## config.mk

```make
export PLATFORM = sky130hd
export DESIGN_NAME = tinker_alu_arbiter
export DESIGN_NICKNAME = d
export VERILOG_FILES = /design/src/rtl/tinker_alu_arbiter.sv
export SDC_FILE = /design/constraint.sdc
export NUM_CORES = 1
export LEC_CHECK = 0
export BUFFER_PORTS_ARGS = -buffer_cell sky130_fd_sc_hd__buf_2
export CAP_MARGIN = 10
export CORE_AREA = 2 2 215 217
export CTS_CLUSTER_DIAMETER = 100
export DETAILED_ROUTE_END_ITERATION = 12
export DIE_AREA = 0 0 217 219
export GPL_TIMING_DRIVEN = 0
export PLACE_DENSITY = 0.5
export SLEW_MARGIN = 15
export SYNTH_ARGS = -nofsm -noshare
export SYNTH_HDL_FRONTEND = slang
export SYNTH_SLANG_ARGS = --single-unit
```

## constraint.sdc

```tcl
create_clock -name clk -period 3 [get_ports clk]
set_input_delay 0.6 -clock clk [delete_from_list [all_inputs] [get_ports clk]]
set_output_delay 0.6 -clock clk [all_outputs]
set_load 0.03 [all_outputs]
```

## src/rtl/tinker_alu_arbiter.sv

```systemverilog
// Round-robin two-requester sequencer for the shared combinational Tinker ALU/FPU.
// Optional macro TINKER_ARB_DIV0_EN: integer divide-by-zero finishes early with rsp_err set.
module tinker_alu_arbiter #(
  parameter int LONG_LAT  = 4,
  parameter int SHORT_LAT = 1
) (
  input  logic        clk,
  input  logic        reset,
  input  logic [1:0]  req_valid,
  output logic [1:0]  req_ready,
  input  logic [3:0]  req_op0,
  input  logic        req_float0,
  input  logic [63:0] req_a0,
  input  logic [63:0] req_b0,
  input  logic [4:0]  req_tag0,
  input  logic [3:0]  req_op1,
  input  logic        req_float1,
  input  logic [63:0] req_a1,
  input  logic [63:0] req_b1,
  input  logic [4:0]  req_tag1,
  output logic [63:0] alu_a,
  output logic [63:0] alu_b,
  output logic [3:0]  alu_op,
  output logic        alu_is_float,
  input  logic [63:0] alu_result,
  output logic        rsp_valid,
  input  logic        rsp_ready,
  output logic        rsp_id,
  output logic [4:0]  rsp_tag,
  output logic [63:0] rsp_data,
  output logic        rsp_err,
  output logic        busy
);

  typedef enum logic [1:0] {
    IDLE = 2'd0,
    EXEC = 2'd1,
    RESP = 2'd2
  } state_t;

  localparam logic [3:0] OP_MUL   = 4'd2;
  localparam logic [3:0] OP_DIV   = 4'd3;
  localparam logic [3:0] LONG_LD  = 4'(LONG_LAT - 1);
  localparam logic [3:0] SHORT_LD = 4'(SHORT_LAT - 1);

  state_t      state_r;
  logic        rr_r;
  logic [3:0]  cnt_r;
  logic [63:0] alu_a_r;
  logic [63:0] alu_b_r;
  logic [3:0]  alu_op_r;
  logic        alu_is_float_r;
  logic        hold_id_r;
  logic [4:0]  hold_tag_r;
  logic        rsp_valid_r;
  logic        rsp_id_r;
  logic [4:0]  rsp_tag_r;
  logic [63:0] rsp_data_r;
  logic        busy_r;
`ifdef TINKER_ARB_DIV0_EN
  logic        div0_s;
  logic        div0_r;
  logic        rsp_err_r;
`endif

  logic        win_s;
  logic        grant_s;
  logic [3:0]  sel_op_s;
  logic        sel_float_s;
  logic [63:0] sel_a_s;
  logic [63:0] sel_b_s;
  logic [4:0]  sel_tag_s;
  logic        is_long_s;
  logic [3:0]  lat_ld_s;

  // Winner selection: a lone requester wins, otherwise the round-robin pointer decides.
  always_comb begin
    win_s = 1'b0;
    if (req_valid == 2'b11) begin
      win_s = rr_r;
    end else if (req_valid[1]) begin
      win_s = 1'b1;
    end else begin
      win_s = 1'b0;
    end
  end

  // Grant decode; nothing is offered outside IDLE or while reset is held.
  always_comb begin
    req_ready = 2'b00;
    grant_s   = 1'b0;
    if ((state_r == IDLE) && !reset && (req_valid != 2'b00)) begin
      req_ready[win_s] = 1'b1;
      grant_s          = 1'b1;
    end else begin
      req_ready = 2'b00;
      grant_s   = 1'b0;
    end
  end

  // Payload mux from the winning requester and latency selection.
  always_comb begin
    sel_op_s    = win_s ? req_op1    : req_op0;
    sel_float_s = win_s ? req_float1 : req_float0;
    sel_a_s     = win_s ? req_a1     : req_a0;
    sel_b_s     = win_s ? req_b1     : req_b0;
    sel_tag_s   = win_s ? req_tag1   : req_tag0;
    is_long_s   = sel_float_s || (sel_op_s == OP_MUL) || (sel_op_s == OP_DIV);
`ifdef TINKER_ARB_DIV0_EN
    div0_s      = !sel_float_s && (sel_op_s == OP_DIV) && (sel_b_s == 64'd0);
    lat_ld_s    = (is_long_s && !div0_s) ? LONG_LD : SHORT_LD;
`else
    lat_ld_s    = is_long_s ? LONG_LD : SHORT_LD;
`endif
  end

  // Sequencer FSM with all outputs registered.
  always_ff @(posedge clk) begin
    if (reset) begin
      state_r        <= IDLE;
      rr_r           <= 1'b0;
      cnt_r          <= 4'd0;
      alu_a_r        <= 64'd0;
      alu_b_r        <= 64'd0;
      alu_op_r       <= 4'd0;
      alu_is_float_r <= 1'b0;
      hold_id_r      <= 1'b0;
      hold_tag_r     <= 5'd0;
      rsp_valid_r    <= 1'b0;
      rsp_id_r       <= 1'b0;
      rsp_tag_r      <= 5'd0;
      rsp_data_r     <= 64'd0;
      busy_r         <= 1'b0;
`ifdef TINKER_ARB_DIV0_EN
      div0_r         <= 1'b0;
      rsp_err_r      <= 1'b0;
`endif
    end else begin
      case (state_r)
        IDLE: begin
          if (grant_s) begin
            alu_a_r        <= sel_a_s;
            alu_b_r        <= sel_b_s;
            alu_op_r       <= sel_op_s;
            alu_is_float_r <= sel_float_s;
            hold_id_r      <= win_s;
            hold_tag_r     <= sel_tag_s;
            cnt_r          <= lat_ld_s;
            rr_r           <= ~win_s;
            busy_r         <= 1'b1;
`ifdef TINKER_ARB_DIV0_EN
            div0_r         <= div0_s;
`endif
            state_r        <= EXEC;
          end
        end
        EXEC: begin
          if (cnt_r == 4'd0) begin
            rsp_valid_r <= 1'b1;
            rsp_id_r    <= hold_id_r;
            rsp_tag_r   <= hold_tag_r;
`ifdef TINKER_ARB_DIV0_EN
            rsp_data_r  <= div0_r ? 64'd0 : alu_result;
            rsp_err_r   <= div0_r;
`else
            rsp_data_r  <= alu_result;
`endif
            state_r     <= RESP;
          end else begin
            cnt_r <= cnt_r - 4'd1;
          end
        end
        RESP: begin
          if (rsp_ready) begin
            rsp_valid_r <= 1'b0;
            busy_r      <= 1'b0;
            state_r     <= IDLE;
          end
        end
        default: begin
          rsp_valid_r <= 1'b0;
          busy_r      <= 1'b0;
          state_r     <= IDLE;
        end
      endcase
    end
  end

  assign alu_a        = alu_a_r;
  assign alu_b        = alu_b_r;
  assign alu_op       = alu_op_r;
  assign alu_is_float = alu_is_float_r;
  assign rsp_valid    = rsp_valid_r;
  assign rsp_id       = rsp_id_r;
  assign rsp_tag      = rsp_tag_r;
  assign rsp_data     = rsp_data_r;
  assign busy         = busy_r;
`ifdef TINKER_ARB_DIV0_EN
  assign rsp_err      = rsp_err_r;
`else
  assign rsp_err      = 1'b0;
`endif

endmodule

```

==> results of run 1 <==
## power by group
| part | leakage, nW | switching [mW] | internal, mW |
|---|---|---|---|
| combinational | 4.27 | 2.98 | 1.42 |
| sequential | 1.80 | 0.300 | 3.46 |
| clock | 0.466 | 1.38 | 2.13 |
## logic make-up after synthesis
family	Yosys count	share of synthesized area
muxes	2	0.00205
DFF	218	0.446
and+or+nand+nor	586	0.229
buffers and inverters	106	0.0618
AOI/OAI and AO/OA	223	0.258
other	1	0.000383
adders and majority gates	2	0.00256
## flip-flops by register name, indices dropped and copies added, names as in the netlist
signal,count
alu_op,4
cnt_r,4
state_r,2
rsp_id,1
rsp_data,64
hold_id_r,1
alu_a,64
alu_is_float,1
rsp_valid,1
rr_r,1
hold_tag_r,5
busy,1
rsp_tag,5
alu_b,64
## area by class of cell
| type | instances | area, um^2 |
|---|---|---|
| clock buffer | 32 | 714 |
| antenna | 9 | 22.5 |
| fill | 4916 | 30800 |
| inverter | 3 | 11.3 |
| sequential | 218 | 4360 |
| tap | 600 | 751 |
| buffer | 103 | 594 |
| timing repair buffer | 550 | 2750 |
| multi-input combinational | 814 | 4810 |
| clock inverter | 18 | 228 |
## final timing paths
check | startpoint | endpoint | slack [ps] | cells after the start
max reg2reg | rr_r | hold_tag_r[4] | 910 | 6
min reg2reg | rsp_data[54] | rsp_data[54] | 450 | 2
max | rr_r | req_ready[0] | 190 | 6
min | alu_result[63] | rsp_data[63] | 280 | 3
## synth_stat cells, types with 2 or more instances
library cell	n
nand2_1	427
buf_4	2
buf_6	19
buf_2	45
clkbuf_1	37
dfxtp_1	218
a31oi_1	2
a311oi_2	138
nor3b_1	2
inv_1	3
ha_1	2
and2_1	2
nor3_1	3
a21oi_1	75
o21ai_0	3
mux2i_1	2
nand2b_1	4
nor2_1	142
## per-layer routing
metal	part of all wire	track usage	routed length [um]
met1	0.37	0.183	16200
met2	0.50	0.315	21600
met3	0.086	0.0534	3740
met4	0.043	0.0865	1860
met5	0.0028	0	121
## placed cells by master (no fill, tap or decap), types with 3 or more instances in the layout
cell and count:
dfxtp_1 218, nor2_1 142, clkinv_2 9, a311oi_2 138, diode_2 9, nand2b_1 4
clkbuf_16 27, clkbuf_1 39, o21ai_0 3, bufinv_16 5, buf_6 19, nor3_1 3
nand2_1 427, buf_2 595, inv_1 3, a21oi_1 75
## worst max-delay path: stages (launching register included)
cell and delay, ps:
dfxtp_1 330, nand2b_1 170, and2_1 130, buf_2 150, clkbuf_1 530, nor3_1 110, buf_2 230
==> summary.md, run 1 <==
| Metric | Value |
|---|---|
| Nets | `~2100` |
| Input/output buffers | `550` |
| Synthesis-to-layout area growth | `45.7%` |
| Initial DRC count | `410` |
| Global-route wire length before repair | `between 60000 and 70000 um` |
| Worst skew pair latency | `560 ps` |
| Syn Std Cell Area | `just under 10000 um^2` |
| Worst Setup End Kind | `primary output` |
| Tmin final | `about 2800 ps` |
| Post-synth EDFFs | `0` |
| Fmax | `about 360 MHz` |
| Final worst slack | `between 150 and 200 ps` |
| Io pins | `553` |
| Syn Nets | `about 1500` |
| # clock sinks | `218` |
| CTS-repair resized insts | `0` |
| Final ANT Viol Nets | `0` |
| DRT Pass-1 Iters | `5` |
| Crit-path max FO | `10` |
| Final hold vios | `0` |
| Initial antenna violation count | `20` |
| Tcrit/Tclk final | `0.938` |
| Power per Cell Area | `a little over 800 nW/um^2` |
| Largest net degree at the start of global routing | `14` |
| Count of cell types in the netlist | `30` |
| Synth async-reset ratio | `0` |
| Hold WC Path Type | `in -> reg` |
| Finish-stage setup viols | `0` |
| Top cell type's share of synthesized area | `0.446` |
| CP Class | `reg -> out` |
| DP Worst Slack | `198 ps` |
| DR vias | `about 11000` |
| H-tree lvl count | `1` |
| Seq/Total Area, Yosys | `0.446` |
| Dpl cell area | `13300 um^2` |
| CTS Hold Bufs | `0` |
| Relative slew margins | `0.272` |
| Postcts setup bufs | `0` |
| Maximum vdd ir drop | `roughly 0.00034 V` |
| Share of cells above drive strength 1 | `0.464` |
| Final instance area | `14300 um^2` |
| CTS Buffer Depth | `3` |
| Vias in the first global route | `roughly 11000` |
| Hold_ws | `278 ps` |
| Top post-synthesis cells by area | `dfxtp_1, a311oi_2, nand2_1` |
| HPWL Detailed | `between 30000 and 40000 um` |
| Max Cap Viol | `0` |
| Static leakage | `between 6 and 7 nW` |
| Clk root buf | `clkbuf_16` |
| DRC | `0` |
| Initial core utilization | `0.217` |
| Fin. max-slew vios | `0` |
| Final Core Density | `0.316` |
| Largest area contributor in the netlist | `dfxtp_1` |
| Final Skew | `21.3 ps` |
| Final Power | `~12 mW` |
| Grt total ovfl | `0` |
| Core region area | `approximately 45000 um^2` |
| RSZ-0062 raised after global routing | `false` |
| Routability cong. | `~0.90` |
| Worst-path clk slew | `approximately 60 ps` |
| Yosys reg bits | `roughly 220` |
| WP data required | `between 2000 and 2500 ps` |
| Status | `finished clean` |
| Final Non-Filler Cells | `roughly 2300` |
| TritonCTS clock tree | `built` |
| Placement row count | `between 70 and 80` |
| Total clock buffers created by CTS | `27` |
| Drt total wl | `approximately 44000 um` |
| Main flop type after synthesis | `dfxtp_1` |
| Synthesized area per cell | `roughly 8.6 um^2` |
| DIE AREA | `~48000 um^2` |
| Total global-route track usage | `0.174` |
| Syn Inst Count | `about 1100` |
| Die height | `roughly 220 um` |
| Synth warnings | `0` |
| Avg WL per Cell | `between 15 and 20 um` |
| CP Launch Type | `register` |
| Placed insts | `2288` |
| Vias per inst | `about 4.5` |
| Crit path DAT | `2210 ps` |
| Worst Tran Pin Value | `between 1000 and 1500 ps` |
| Setup TNS | `0 ps` |
| Die X | `roughly 220 um` |
(Power assumes the default switching activity.)
==> run 2: changes to the inputs <==
- GPL_TIMING_DRIVEN: 0 -> unset
==> run 2 against run 1 <==
  * Maximum frequency up 12%
  * First-iteration DRC count is 8.3% higher
  * Non-clock buffer count fell by 73
  * Sequential share of layout area up 0.83 points
  * Worst setup slack better by 310 ps
  * Flip-flop and latch count unchanged
  * Hold slack gained 12 ps
  * Register-to-register slack is essentially flat
  * Clock power down 12%
  * Critical path type unchanged
  * Largest cell class unchanged
  * Largest power group unchanged
  * Highest routed layer unchanged
==> summary.md, run 2 (same netlist as run 1, synthesis figures left out) <==
| Metric | Value |
|---|---|
| Initial DRC count | `around 440` |
| CTS Buffer Depth | `3` |
| HPWL Detailed | `28000 um` |
| Placement row count | `roughly 80` |
| Tmin final | `about 2500 ps` |
| Placed insts | `about 2200` |
| Total clock buffers created by CTS | `26` |
| Relative slew margins | `0.296` |
| Avg WL per Cell | `16.5 um` |
| H-tree lvl count | `1` |
| Vias per inst | `~4.4` |
| TritonCTS clock tree | `built` |
| Fill count | `4908` |
| Most common cell after layout, fill and taps aside | `buf_2` |
| Postcts setup bufs | `0` |
| CP Class | `reg -> out` |
| Final Core Density | `0.308` |
| Io pins | `roughly 550` |
| # clock sinks | `about 220` |
| RSZ-0062 raised after global routing | `false` |
| Clk pwr share | `0.281` |
| Die height | `219 um` |
| Share of cells above drive strength 1 | `0.462` |
| Worst-path clk slew | `60 ps` |
| Nets | `slightly below 2000` |
| Final Non-Filler Cells | `around 2300` |
| Synthesis-to-layout area growth | `41.8%` |
| DR vias | `roughly 9900` |
| Sw Share | `0.396` |
| Fmax | `~400 MHz` |
| Hold WC Path Type | `in -> reg` |
| Dpl cell area | `around 13000 um^2` |
| Fin. max-slew vios | `0` |
| CP Launch Type | `register` |
| Total global-route track usage | `0.149` |
| Status | `finished clean` |
| Worst Tran Pin Value | `between 1000 and 1500 ps` |
| Final hold vios | `0` |
| Final Skew | `19.0 ps` |
| Worst skew pair latency | `550 ps` |
| Most frequent cells in the layout | `buf_2, nand2_1, dfxtp_1, nor2_1, a311oi_2` |
| Core region area | `between 40000 and 50000 um^2` |
| Pint | `6.64 mW` |
| Worst Setup End Kind | `primary output` |
| Worst R2R Path Depth | `5` |
| Drt total wl | `about 37000 um` |
| Input/output buffers | `around 550` |
| Grt total ovfl | `0` |
| CTS-repair resized insts | `0` |
| Maximum vdd ir drop | `about 0.00040 V` |
| Tcrit/Tclk final | `0.834` |
| Largest net degree at the start of global routing | `approximately 140` |
| CTS Hold Bufs | `0` |
| Initial core utilization | `0.217` |
| Net load switching power | `roughly 4.4 mW` |
| Crit-path max FO | `5` |
| Comb power frac | `0.377` |
| Vias in the first global route | `roughly 9900` |
| Final instance area | `13900 um^2` |
| DRT Pass-1 Iters | `4` |
| Finish-stage setup viols | `0` |
| Global-route wire length before repair | `approximately 56000 um` |
| Clk root buf | `clkbuf_16` |
| Power per Cell Area | `792 nW/um^2` |
| Routability cong. | `about 0.84` |
| Die X | `around 220 um` |
| DRC | `0` |
| Setup TNS | `0 ps` |
| Sequential Power Share | `0.341` |
| Final ANT Viol Nets | `0` |
| Crit path DAT | `~1900 ps` |
| Static leakage | `6.32 nW` |
| Max Cap Viol | `0` |
| Initial antenna violation count | `7` |
| WP data required | `between 2000 and 2500 ps` |
| Hold depth | `3` |
| DIE AREA | `47500 um^2` |
==> run 2: changes by cell type in the layout (fill, tap and decap cells not counted), sizes merged <==
cell,before,now
bufinv,5,0
buf,616,580
diode,9,2
clkinvlp,2,1
inv,4,3
clkbuf,69,40
clkinv,10,3
==> run 2: worst paths after layout <==
| path | start | endpoint | slack (ps) |
|---|---|---|---|
| worst min register to register | rsp_tag[1] | rsp_tag[1] | 450 |
| worst max register to register | state_r[0] | rsp_data[13] | 900 |
| worst min-delay path | alu_result[46] | rsp_data[46] | 290 |
| worst max-delay path | rr_r | req_ready[0] | 500 |
==> run 2: power groups by stage <==
stage                     clock [mW]  sequential (mW)  combinational, mW
after floorplan                    0             4.80               1.98
after global placement             0             3.80               4.15
after detailed placement           0             3.80               4.20
after CTS                       3.19             3.75               4.20
after global routing            3.30             3.82               4.50
final                           3.09             3.75               4.15
==> run 2: worst max-delay path, cell delays in order (launching register included) <==
cell	delay, ps
dfxtp_1	330
nand2b_1	210
and2_4	210
nor3_1	330
buf_2	270
==> run 2: layer usage <==
| metal | track usage | wire (um) | vias up |
|---|---|---|---|
| met5 | 0 | 39 | - |
| met4 | 0.0779 | 1930 | 6 |
| met3 | 0.0398 | 3060 | 73 |
| met2 | 0.259 | 17900 | 416 |
| met1 | 0.167 | 14400 | 4552 |
| li1 | - | - | 4871 |
==> run 2: metrics by stage <==
stage | setup WS [ps] | power (mW) | hold slack [ps]
global placement | 751 | 7.95 | 439
global route | 423 | 11.6 | 276
CTS | 462 | 11.2 | 257
finish | 499 | 11.0 | 289
floorplan | 543 | 6.78 | 426
detailed placement | 692 | 8.01 | 444
==> run 2: layout make-up <==
class                           instances  area [um^2]  area share
Antenna cell                            2         5.00    0.000361
Inverter                                3         11.3    0.000812
Clock buffer                           40          803      0.0579
Sequential cell                       218         4360       0.315
Clock inverter                          4         33.8     0.00243
Tap cell                              600          751      0.0541
Timing Repair Buffer                  580         3070       0.221
Multi-Input combinational cell        814         4830       0.348
==> run 3: changes to the inputs <==
- PLACE_DENSITY: 0.5 -> 0.52
- clock period: 3 -> 2.2 ns (I/O delays scaled with it)
==> run 3 against run 2 <==
  * Via count rose by 0.64%
  * Flip-flop and latch count did not move
  * Cell area rose by 0.62%
  * First-iteration DRC count rose by 2.9%
  * Hold slack got worse by 170 ps
  * Largest cell class unchanged
==> summary.md, run 3 (same netlist as run 1, synthesis figures left out) <==
| Metric | Value |
|---|---|
| Worst Setup End Kind | `primary output` |
| # clock sinks | `approximately 220` |
| H-tree lvl count | `1` |
| Vias per inst | `about 4.4` |
| DRT Pass-1 Iters | `5` |
| Hold-critical path endpoint | `rr_r` |
| Drt total wl | `36800 um` |
| WL met1 | `around 14000 um` |
| Input/output buffers | `551` |
| Worst R2R Path Depth | `5` |
| Most frequent cells in the layout | `buf_2, nand2_1, dfxtp_1, nor2_1, a311oi_2` |
| Hold WC Path Type | `in -> reg` |
| Initial antenna violation count | `9` |
| Largest net degree at the start of global routing | `86` |
| Synthesis-to-layout area growth | `42.7%` |
| Placed insts | `around 2200` |
| DRC | `0` |
| Tmin final | `about 2100 ps` |
| Top sig layer | `met5` |
| Setup TNS | `0 ps` |
| Most common cell after layout, fill and taps aside | `buf_2` |
| Final hold vios | `0` |
| WP data required | `between 1500 and 2000 ps` |
| Crit-path max FO | `3` |
| Worst Tran Pin Value | `between 500 and 600 ps` |
| Met3 Routed Length | `3310 um` |
| Core region area | `approximately 45000 um^2` |
| TritonCTS clock tree | `built` |
| Placement row count | `78` |
| Grt total ovfl | `0` |
| Hold_sp | `reset` |
| Initial core utilization | `0.217` |
| Hold depth | `2` |
| HPWL Detailed | `approximately 28000 um` |
| R2r setup slk | `roughly 440 ps` |
| Routability cong. | `0.851` |
| Worst skew pair latency | `~540 ps` |
| Max Cap Viol | `0` |
| Crit path DAT | `1650 ps` |
| CTS Buffer Depth | `3` |
| Worst R2R End | `alu_a[54]` |
| Final ANT Viol Nets | `0` |
| Postcts setup bufs | `0` |
| Initial DRC count | `457` |
| Clk root buf | `clkbuf_16` |
| CP Launch Type | `register` |
| Vias in the first global route | `between 9000 and 10000` |
| Final Skew | `6.07 ps` |
| Reg-to-reg startpoint | `rr_r` |
| Final instance area | `14000 um^2` |
| Fmax | `approximately 480 MHz` |
| RSZ-0062 raised after global routing | `false` |
| Dpl cell area | `13200 um^2` |
| Avg WL per Cell | `16.2 um` |
| Total global-route track usage | `0.145` |
| Final Non-Filler Cells | `2268` |
| Tcrit/Tclk final | `0.949` |
| Worst-path clk slew | `60 ps` |
| Io pins | `553` |
| Maximum vdd ir drop | `0.000472 V` |
| Static leakage | `between 6 and 7 nW` |
| Metal2 WL | `around 18000 um` |
| Global-route wire length before repair | `between 50000 and 60000 um` |
| Nets | `1997` |
| Hold_ws | `between 100 and 150 ps` |
| CP Class | `reg -> out` |
| Status | `finished clean` |
| Die X | `217 um` |
| DR vias | `9981` |
| Die height | `around 220 um` |
| Total clock buffers created by CTS | `25` |
| Share of cells above drive strength 1 | `0.465` |
| Fin. max-slew vios | `0` |
| Power per Cell Area | `1060 nW/um^2` |
| DIE AREA | `between 40000 and 50000 um^2` |
| Final Power | `14.8 mW` |
| Relative slew margins | `0.602` |
| Finish-stage setup viols | `0` |
## run 3: changes by cell type in the layout (fill, tap and decap cells not counted), sizes merged
| cell | before | now |
|---|---|---|
| diode | 2 | 6 |
| inv | 3 | 4 |
| buf | 580 | 588 |
| bufinv | 0 | 1 |
| clkinvlp | 1 | 0 |
| clkbuf | 40 | 33 |
| clkinv | 3 | 4 |
## run 3: metal layers
metal  vias to the layer above  global-route usage
li1                       4882                   -
met1                      4592               0.162
met2                       436               0.252
met3                        69              0.0412
met4                         2              0.0740
met5                         -                   0
## run 3: repair_timing
item	4_1_cts	5_1_grt
endpoints found under the setup margin	2	2
resized for setup	3	3
hold buffers	0	0
## run 3: worst max path at each step
| stage | start | to | slack (ps) |
|---|---|---|---|
| floorplan | req_valid[0] | req_ready[0] | 60 |
| finish | rr_r | req_ready[0] | 110 |
| detailed placement | req_valid[0] | alu_a[54] | 260 |
| CTS | rr_r | req_ready[0] | 1 |
| global route | rr_r | req_ready[0] | 10 |
| global placement | req_valid[0] | req_ready[0] | 300 |
## run 3: critical path: stages, from the launching register on
cell and delay [ps]:
dfxtp_1 310, nand2b_1 200, and2_4 220, nor3_4 180, buf_4 200
## run 3: area by class of cell
| class | instances | area (um^2) |
|---|---|---|
| diodes | 6 | 15.0 |
| repair buffers | 588 | 3210 |
| fillers | 4865 | 31100 |
| clock inverters | 6 | 58.8 |
| clock buffers | 33 | 696 |
| flip-flops and latches | 218 | 4360 |
| well taps | 600 | 751 |
| multi-input cells | 814 | 4850 |
| inverters | 3 | 11.3 |
## run 3: power by group
group          internal [mW]  total (mW)  switching (mW)
clock                   2.31        3.99            1.69
combinational           1.91        5.74            3.83
sequential              4.72        5.11           0.393
total                   8.93        14.8            5.91
## run 3: metrics by stage
| stage | setup WS (ps) | utilization |
|---|---|---|
| global route | 14.1 | 0.310 |
| floorplan | 62.6 | - |
| detailed placement | 256 | 0.292 |
| CTS | 1.10 | 0.309 |
| finish | 112 | 0.310 |
| global placement | 304 | 0.292 |
